==> src/rtl/if_fetch.sv <==
// Instruction-fetch front end: PC sequencing, single-outstanding imem handshake, IF/ID outputs.
// Optional IF_ALIGN_CHECK_EN adds if_excp_adel and suppresses misaligned fetches.

`ifndef Stop
`define Stop 1'b1
`endif
`ifndef NoStop
`define NoStop 1'b0
`endif

module if_fetch #(
    parameter logic [31:0] RESET_PC = 32'h0000_0000,
    parameter int          PC_STEP  = 4
) (
    input  logic        clk,
    input  logic        rst,
    input  logic [5:0]  stall,
    input  logic        flush,
    input  logic [31:0] new_pc,
    input  logic        branch_flag,
    input  logic [31:0] branch_target,
    output logic        imem_req,
    output logic [31:0] imem_addr,
    input  logic        imem_gnt,
    input  logic        imem_rvalid,
    input  logic [31:0] imem_rdata,
    output logic [31:0] if_pc,
    output logic [31:0] if_inst,
    output logic        stallreq_if
`ifdef IF_ALIGN_CHECK_EN
    ,
    output logic        if_excp_adel
`endif
);

    typedef enum logic [1:0] {IDLE, REQ, WAIT, HOLD} state_t;

    state_t      r_state, w_state_nx;
    logic [31:0] r_pc, r_addr, r_br_tgt;
    logic [31:0] r_hold_pc, r_hold_inst;
    logic [31:0] r_if_pc, r_if_inst;
    logic        r_pend_br, r_drop, r_hold_vld;

    logic        w_run, w_br_now, w_halted;
    logic        w_launch, w_deliver, w_advance, w_capture, w_drop_nx, w_stallreq;
    logic [31:0] w_launch_pc, w_adv_pc, w_dlv_pc, w_dlv_inst;
    logic        w_unused;

    assign w_run    = (stall[0] == `NoStop);
    assign w_br_now = branch_flag && w_run && !flush;
    // A branch resolving on the same cycle the delay slot lands takes effect immediately.
    assign w_adv_pc = w_br_now  ? branch_target :
                      r_pend_br ? r_br_tgt      : r_pc + 32'(PC_STEP);

`ifdef IF_ALIGN_CHECK_EN
    logic r_halt, r_adel, w_adel;
    assign w_halted     = r_halt;
    assign if_excp_adel = r_adel;
    assign imem_addr    = r_addr;
    assign w_unused     = ^stall[5:1];
`else
    assign w_halted  = 1'b0;
    assign imem_addr = {r_addr[31:2], 2'b00};
    assign w_unused  = ^{stall[5:1], r_addr[1:0]};
`endif

    assign imem_req    = (r_state == REQ);
    assign stallreq_if = w_stallreq;
    assign if_pc       = r_if_pc;
    assign if_inst     = r_if_inst;

    always_ff @(posedge clk or posedge rst) begin
        if (rst) r_state <= IDLE;
        else     r_state <= w_state_nx;
    end

    always_comb begin
        w_state_nx  = r_state;
        w_launch    = 1'b0;
        w_launch_pc = r_pc;
        w_deliver   = 1'b0;
        w_dlv_pc    = r_pc;
        w_dlv_inst  = imem_rdata;
        w_advance   = 1'b0;
        w_capture   = 1'b0;
        w_drop_nx   = r_drop;
        w_stallreq  = 1'b0;
`ifdef IF_ALIGN_CHECK_EN
        w_adel      = 1'b0;
`endif
        case (r_state)
            IDLE: begin
                if (flush) begin
                    w_launch    = 1'b1;
                    w_launch_pc = new_pc;
                end else if (!w_halted) begin
                    w_launch = 1'b1;
                end
            end
            REQ: begin
                // The request is never withdrawn; a flush only poisons its response.
                w_stallreq = 1'b1;
                if (imem_gnt) begin
                    w_state_nx = WAIT;
                    w_drop_nx  = r_drop || flush;
                end else if (flush) begin
                    w_drop_nx = 1'b1;
                end
            end
            WAIT: begin
                w_stallreq = 1'b1;
                if (imem_rvalid) begin
                    if (flush || r_drop) begin
                        w_drop_nx   = 1'b0;
                        w_launch    = 1'b1;
                        w_launch_pc = flush ? new_pc : r_pc;
                    end else if (w_run) begin
                        w_deliver   = 1'b1;
                        w_advance   = 1'b1;
                        w_launch    = 1'b1;
                        w_launch_pc = w_adv_pc;
                    end else begin
                        w_capture  = 1'b1;
                        w_state_nx = HOLD;
                    end
                end else if (flush) begin
                    w_drop_nx = 1'b1;
                end
            end
            HOLD: begin
                if (flush) begin
                    w_launch    = 1'b1;
                    w_launch_pc = new_pc;
                end else if (w_run) begin
                    w_deliver   = r_hold_vld;
                    w_dlv_pc    = r_hold_pc;
                    w_dlv_inst  = r_hold_inst;
                    w_advance   = 1'b1;
                    w_launch    = 1'b1;
                    w_launch_pc = w_adv_pc;
                end
            end
            default: w_state_nx = IDLE;
        endcase
        if (w_launch) w_state_nx = REQ;
`ifdef IF_ALIGN_CHECK_EN
        // Misaligned target: issue nothing and park until the handler flushes us away.
        w_adel = w_launch && (w_launch_pc[1:0] != 2'b00);
        if (w_adel) w_state_nx = IDLE;
`endif
    end

    always_ff @(posedge clk or posedge rst) begin
        if (rst) begin
            r_pc        <= RESET_PC;
            r_addr      <= RESET_PC;
            r_br_tgt    <= 32'h0;
            r_pend_br   <= 1'b0;
            r_drop      <= 1'b0;
            r_hold_vld  <= 1'b0;
            r_hold_pc   <= 32'h0;
            r_hold_inst <= 32'h0;
        end else begin
            r_drop <= w_drop_nx;
            if (w_launch) r_addr <= w_launch_pc;

            if (flush)          r_pc <= new_pc;
            else if (w_advance) r_pc <= w_adv_pc;

            if (flush || w_advance) begin
                r_pend_br <= 1'b0;
            end else if (w_br_now) begin
                r_pend_br <= 1'b1;
                r_br_tgt  <= branch_target;
            end

            if (flush) begin
                r_hold_vld  <= 1'b0;
                r_hold_pc   <= 32'h0;
                r_hold_inst <= 32'h0;
            end else if (w_capture) begin
                r_hold_vld  <= 1'b1;
                r_hold_pc   <= r_pc;
                r_hold_inst <= imem_rdata;
            end else if (w_deliver && r_state == HOLD) begin
                r_hold_vld <= 1'b0;
            end
        end
    end

    always_ff @(posedge clk or posedge rst) begin
        if (rst) begin
            r_if_pc   <= 32'h0;
            r_if_inst <= 32'h0;
        end else begin
`ifdef IF_ALIGN_CHECK_EN
            if (w_adel) begin
                r_if_pc   <= w_launch_pc;
                r_if_inst <= 32'h0;
            end else
`endif
            if (flush) begin
                r_if_pc   <= 32'h0;
                r_if_inst <= 32'h0;
            end else if (w_deliver) begin
                r_if_pc   <= w_dlv_pc;
                r_if_inst <= w_dlv_inst;
            end else if (w_run) begin
                r_if_pc   <= 32'h0;
                r_if_inst <= 32'h0;
            end
        end
    end

`ifdef IF_ALIGN_CHECK_EN
    always_ff @(posedge clk or posedge rst) begin
        if (rst) begin
            r_halt <= 1'b0;
            r_adel <= 1'b0;
        end else begin
            if (w_launch) r_halt <= w_adel;
            if (w_adel)                          r_adel <= 1'b1;
            else if (flush || w_deliver || w_run) r_adel <= 1'b0;
        end
    end
`endif

endmodule

==> config.mk <==
export PLATFORM = sky130hd
export DESIGN_NAME = if_fetch
export DESIGN_NICKNAME = d
export VERILOG_FILES = /design/src/rtl/if_fetch.sv
export SDC_FILE = /design/constraint.sdc
export NUM_CORES = 1
export LEC_CHECK = 0
export ABC_AREA = 0
export BUFFER_PORTS_ARGS = -buffer_cell sky130_fd_sc_hd__clkbuf_2
export CAP_MARGIN = 20
export CORE_UTILIZATION = 39
export CTS_CLUSTER_DIAMETER = 120
export DETAILED_ROUTE_END_ITERATION = 16
export GPL_TIMING_DRIVEN = 0
export REMOVE_ABC_BUFFERS = 1
export SYNTH_ARGS = -nofsm -noshare
export SYNTH_HDL_FRONTEND = slang
export SYNTH_SLANG_ARGS = --single-unit
==> constraint.sdc <==
create_clock -name clk -period 7.9 [get_ports clk]
set_clock_uncertainty 0.15 [all_clocks]
set_input_delay 0 -clock clk [delete_from_list [all_inputs] [get_ports clk]]
set_output_delay 0 -clock clk [all_outputs]
set_load 0.01 [all_outputs]
; Yosys cells after proc, flatten, opt, wreduce, memory -nomap -nowiden
; Cells that the tools add are included.
; Widths: inputs -> output; s select.
[word_totals]
reg_bits = 229
[op_classes]
n_eq_ne = 9
reduce_logical = 17
add_sub_neg = 1
n_mux = 56
n_bitwise = 2
[op_table]
columns = op, count
row1 = $mux 32, 22
row2 = $pmux 32 s3, 1
row3 = $add 32x3->32 const B, 1
row4 = $mux 1, 23
row5 = $ne 3x3->1 const B, 4
row6 = $mux 2, 5
row7 = $reduce_bool 2->1, 4
row8 = $ne 3x1->1 const B, 2
row9 = $pmux 1 s2, 3
row10 = $reduce_bool 3->1, 2
row11 = $reduce_and 5->1, 1
row12 = $eq 2x2->1 const B, 2
row13 = $pmux 2 s2, 1
row14 = $reduce_and 2->1, 2
row15 = $logic_and 1x1->1, 3
row16 = $pmux 1 s3, 1
row17 = $eq 2x1->1 const B, 1
row18 = $logic_not 2->1, 1
row19 = $logic_or 1x1->1, 2
row20 = $not 1->1, 2
row21 = $reduce_or 2->1, 1
row22 = $logic_not 1->1, 1

; Longest topological paths before layout
[logic_depth]
word_depth = 8
depth_mapped = 10
depth_no_buf = 8

; Worst setup path before layout
; Ideal clock, no wire load.
[synth_path]
kind = register to register
startpoint = register r_state[0]
endpoint = register r_addr[5]
arrival_ps = 2184
stages_incl_launch_ff = 9
path_slack_ps = 5488
n_path_buf = 1
period_less_slack_ps = 2412
setup_ps = 77
cell_sequence = dfrtp_1 > inv_1 > ha_1 > clkbuf_1 > nor4bb_1 > o21bai_1 > a21o_1 > a32oi_1 > a21oi_1
[synth_between]
elab_chain_len = 2
word_cells_on_any_way = 5
[synth_lines]
columns = item, line
row1 = from (decl), 38  ; state_t r_state, w_state_nx;
row2 = from (signal assigned), 74  ; else r_state <= w_state_nx;
row3 = $eq 2x2->1 / $logic_not 2->1 (equally long branches), 91  ; case (r_state)
row4 = $pmux 32 s3 / $pmux 1 s3 (equally long branches), 91
row5 = to (signal assigned), 165  ; if (w_launch) r_addr <= w_launch_pc;
row6 = to (decl), 39  ; logic [31:0] r_pc, r_addr, r_br_tgt;
; Several ways; a longest one is shown, not always the timed one.
; A chain may end at the register's enable or synchronous reset.

; Worst setup path in the final report
[layout_path]
startpoint = register r_state[1]
endpoint = register r_if_pc[6], in the netlist if_pc[6]
[layout_between]
elab_chain_len = 4
word_cells_on_any_way = 7
[layout_lines]
columns = item, line
row1 = $eq 2x2->1, 91
row2 = $pmux 1 s2 / $mux 32 (equally long branches), 91
row3 = $mux 32, 205  ; end else if (w_deliver) begin
row4 = $mux 32, 202  ; if (flush) begin
row5 = to (signal assigned), 206  ; r_if_pc <= w_dlv_pc;
row6 = to (decl), 41  ; logic [31:0] r_if_pc, r_if_inst;
; Several ways; a longest one is shown, not always the timed one.

==> results by group <==
Route
  • DR vias: 11937
  • DR vias/cell: 5.74
  • DR DRC count: 0
  • Total routed wirelength: 41900 µm
  • Drt wl/cell: 20.2 µm
  • Routed Antenna Nets: 0
  • DRT iter0 DRCs: 940
  • DRT Pass-1 Iters: 6

STA
  • F_max: 229 MHz
  • Final Max Tran Viols: 0
  • Tcrit/Tclk final: 0.552
  • Minimum clock period: 4.36 ns
  • Final Hold Viols: 19
  • Slew headroom: 0.221
  • Actual slew at the worst max-slew pin: 1.17 ns
  • Hold slack: -0.00983 ns
  • Unrepaired setup endpoints after global routing: false
  • Final setup vio count: 0

Global route
  • Global-route usage over all layers: 0.256
  • Total grt overflow: 0
  • Met3 Track Usage GR: 0.0333
  • Vias in the first global route: 11422
  • Initial antenna violation count: 0
  • First-pass GRT wire length: 65900 µm
  • Grt peak-use layer: met2
  • M2 GR Usage: 0.418
  • M1 GR Usage: 0.352
  • Largest net degree at the start of global routing: around 120

Clock tree
  • CTS root buf: clkbuf_16
  • Clock buffer depth: 3
  • CTS Buf Count: 28
  • CTS sink count: 227
  • Worst-Skew Late Latency: 0.56 ns
  • CTS clock-pin slew for the worst setup and hold paths: approximately 0.060 ns
  • CTS tree: built
  • Htree depth: 1

Power
  • Pwr Density: 289 nW/µm²
  • Switching share of power: 0.384
  • Register share of total power: 0.347
  • Leakage Power: 0.00760 µW
  • VDD IR max: 194 µV
  • Internal cell power: 2820 µW
  • Power share of the clock group: 0.292
  • Comb power frac: 0.360
  • NetSw: 1750 µW

Final layout
  • Most frequent cells in the layout: nand2_1, dfrtp_1, clkbuf_2, o21ai_0, dlygate4sd3_1
  • Nets: 1769
  • Utilization after layout: 0.503
  • Commonest non-fill, non-tap cell in the layout: nand2_1
  • Layout cells sized above 1: 0.193
  • Diodes inserted: 0
  • Area growth from synthesis to layout: 27.3%
  • Fin area: roughly 16000 µm²
  • # fillers: 2997

Placement
  • Hpwl dp: 26500 µm
  • Port Buffers: a little under 200
  • Placer Congestion: 0.866
  • Placed cell areas: around 14000 µm²

Setup path
  • WP data required: roughly 8.2 ns
  • Reg2Reg Capture Point: if_pc[6]$_DFFE_PP0P_
  • WS Path Type: reg2reg
  • Worst path buffer plus inverter count: 2
  • Worst Reg-to-Reg Cells: 7
  • Critical Path Sink: if_pc[6]$_DFFE_PP0P_
  • Critical Path Sink Type: flip-flop
  • Reg2Reg Setup Slack: 3.54 ns
  • Reg-to-reg startpoint: r_state[1]$_DFFE_PP0P_
  • Slowest library cell on the worst path: ha_1
  • CP delay by family, top: buffers and inverters
  • Setup crit start: r_state[1]$_DFFE_PP0P_
  • Data arrival time of the worst path: 4.67 ns
  • CP max stage delay: 1.01 ns
  • Crit start category: flip-flop
  • CP Cell Sequence: ha_1 -> clkinv_1 -> nor2_2 -> a21o_1 -> nand2_2 -> buf_12 -> o21ai_0
  • WP depth: 7
  • Worst-path fanout max: 34

Synthesis
  • EDFF count, synth: 0
  • Yosys warning count: 0
  • Mapped Area: 12400 µm²
  • Seq cells post-synth: 227
  • Top FF cell, synth: dfrtp_1
  • Syn avg cell area: slightly below 9 µm²
  • Unique masters post-synth: 78
  • Post-synth ARST share: 1.00
  • Post-synthesis sequential area ratio: 0.456
  • Post-Synthesis Cells: 1439

Hold path
  • Hold WC Path Type: in2async

Die
  • Die Width: 181 µm
  • Std cell rows: 65
  • Core Box Area: around 31000 µm²
  • IO Pins: around 210
  • Die height: 181 µm
  • Die area: 32600 µm²
  • Starting Density: 0.395

Status
  • Status: finished, violations left
  • Failing checks: hold timing

Job
  • Max Cap Viol: 0
==> worst min-delay path, delay by kind of cell <==
| family | cells | cell delay, ns |
|---|---|---|
| buffers and inverters | 3 | 1.22 |
==> kinds of logic (layout without fill, tap and decap cells) <==
kind of cell,count (synthesis),after routing,share of synthesized area
flip-flops,227,227,0.456
buffers and inverters,153,390,0.0498
AO/OA/AOI/OAI,385,385,0.190
other,1,2,0.000301
adder cells (fa/ha/maj),5,5,0.00503
multiplexers,99,99,0.0828
AND/OR/NAND/NOR,555,555,0.206
XOR/XNOR,14,14,0.00985
==> registers in the layout, summed over array words and instances, names as in the netlist, named ones only <==
signal and count:
if_inst 32, if_pc 32, r_addr 30, r_br_tgt 32
r_drop 1, r_hold_inst 32, r_hold_pc 32, r_hold_vld 1
r_pc 30, r_pend_br 1, r_state 2
==> through the flow <==
stage	total power, µW	instances	hold WS, ns	TNS [ns]	setup WS (ns)
floorplan	2520	1306	-0.0869	0	1.53
global placement	3080	1906	0.0638	-625.10	-2.85
detailed placement	3160	1925	0.0669	0	3.73
CTS	4550	2077	0.0170	0	3.67
global route	4800	2079	0.0559	0	3.45
finish	4570	2079	-0.00983	0	3.54
==> synthesized netlist by cell type, types with 6 or more instances <==
master,n,area share
nand2_1,261,0.079
o31ai_1,8,0.0048
inv_1,16,0.0048
mux2_2,32,0.029
clkbuf_1,97,0.029
xnor2_1,10,0.0070
nand2b_1,19,0.0096
dfrtp_1,227,0.46
nor2b_1,9,0.0045
a21o_1,8,0.0048
buf_2,16,0.0064
nor4_1,8,0.0040
or3_1,10,0.0050
mux2i_1,67,0.054
o21ai_0,153,0.062
a21oi_1,88,0.035
a311oi_1,6,0.0042
nand3_1,99,0.040
nor3_1,12,0.0048
and3_1,15,0.0075
nor2_1,79,0.024
a22oi_1,10,0.0060
nor3b_1,6,0.0036
o22ai_1,14,0.0070
nand4_1,13,0.0065
buf_1,13,0.0039
a221oi_1,12,0.0084
buf_4,6,0.0036
a31oi_1,18,0.0090
==> how the worst min path moves through the flow <==
stage                     cells past startpoint      startpoint                     endpoint
final                                         3             rst      if_inst[14]$_DFFE_PP0P_
after global routing                          4   imem_rdata[2]   r_hold_inst[2]$_DFFE_PP0P_
after CTS                                     3             rst       if_inst[6]$_DFFE_PP0P_
after detailed placement                      2             rst      if_inst[13]$_DFFE_PP0P_
after global placement                        3  imem_rdata[22]  r_hold_inst[22]$_DFFE_PP0P_
after floorplan                               1           flush    r_hold_pc[31]$_DFFE_PP0P_
==> power by group through the flow <==
stage | Sequential, µW | Combinational, µW | Clock [µW]
floorplan | 1550 | 966 | 0
global placement | 1590 | 1480 | 0
detailed placement | 1600 | 1560 | 0
CTS | 1580 | 1610 | 1360
global route | 1610 | 1780 | 1410
finish | 1590 | 1650 | 1340
==> area by class of cell <==
cell class              count  area, µm²  share of cell area
clock buffers              42        823              0.0520
clock inverters             9        131             0.00829
inverters                  19       83.8             0.00529
multi-input cells        1060       6220               0.393
flip-flops and latches    227       5680               0.359
well taps                 402        503              0.0317
repair buffers            320       2400               0.151
==> repair_timing <==
item / in CTS / in global routing
gates resized for setup: 0 / 0
hold buffers: 101 / 0
endpoints found under the hold margin: 271 / 0
buffers inserted: 0 / 0
==> layer usage <==
layer  routed length [µm]  vias to the layer above
met5                    0                        -
met4                 1170                        0
met3                 2910                       79
met2                19700                      511
met1                18100                     5787
li1                     -                     5560
Note: power is estimated with default switching activity, not from simulation.
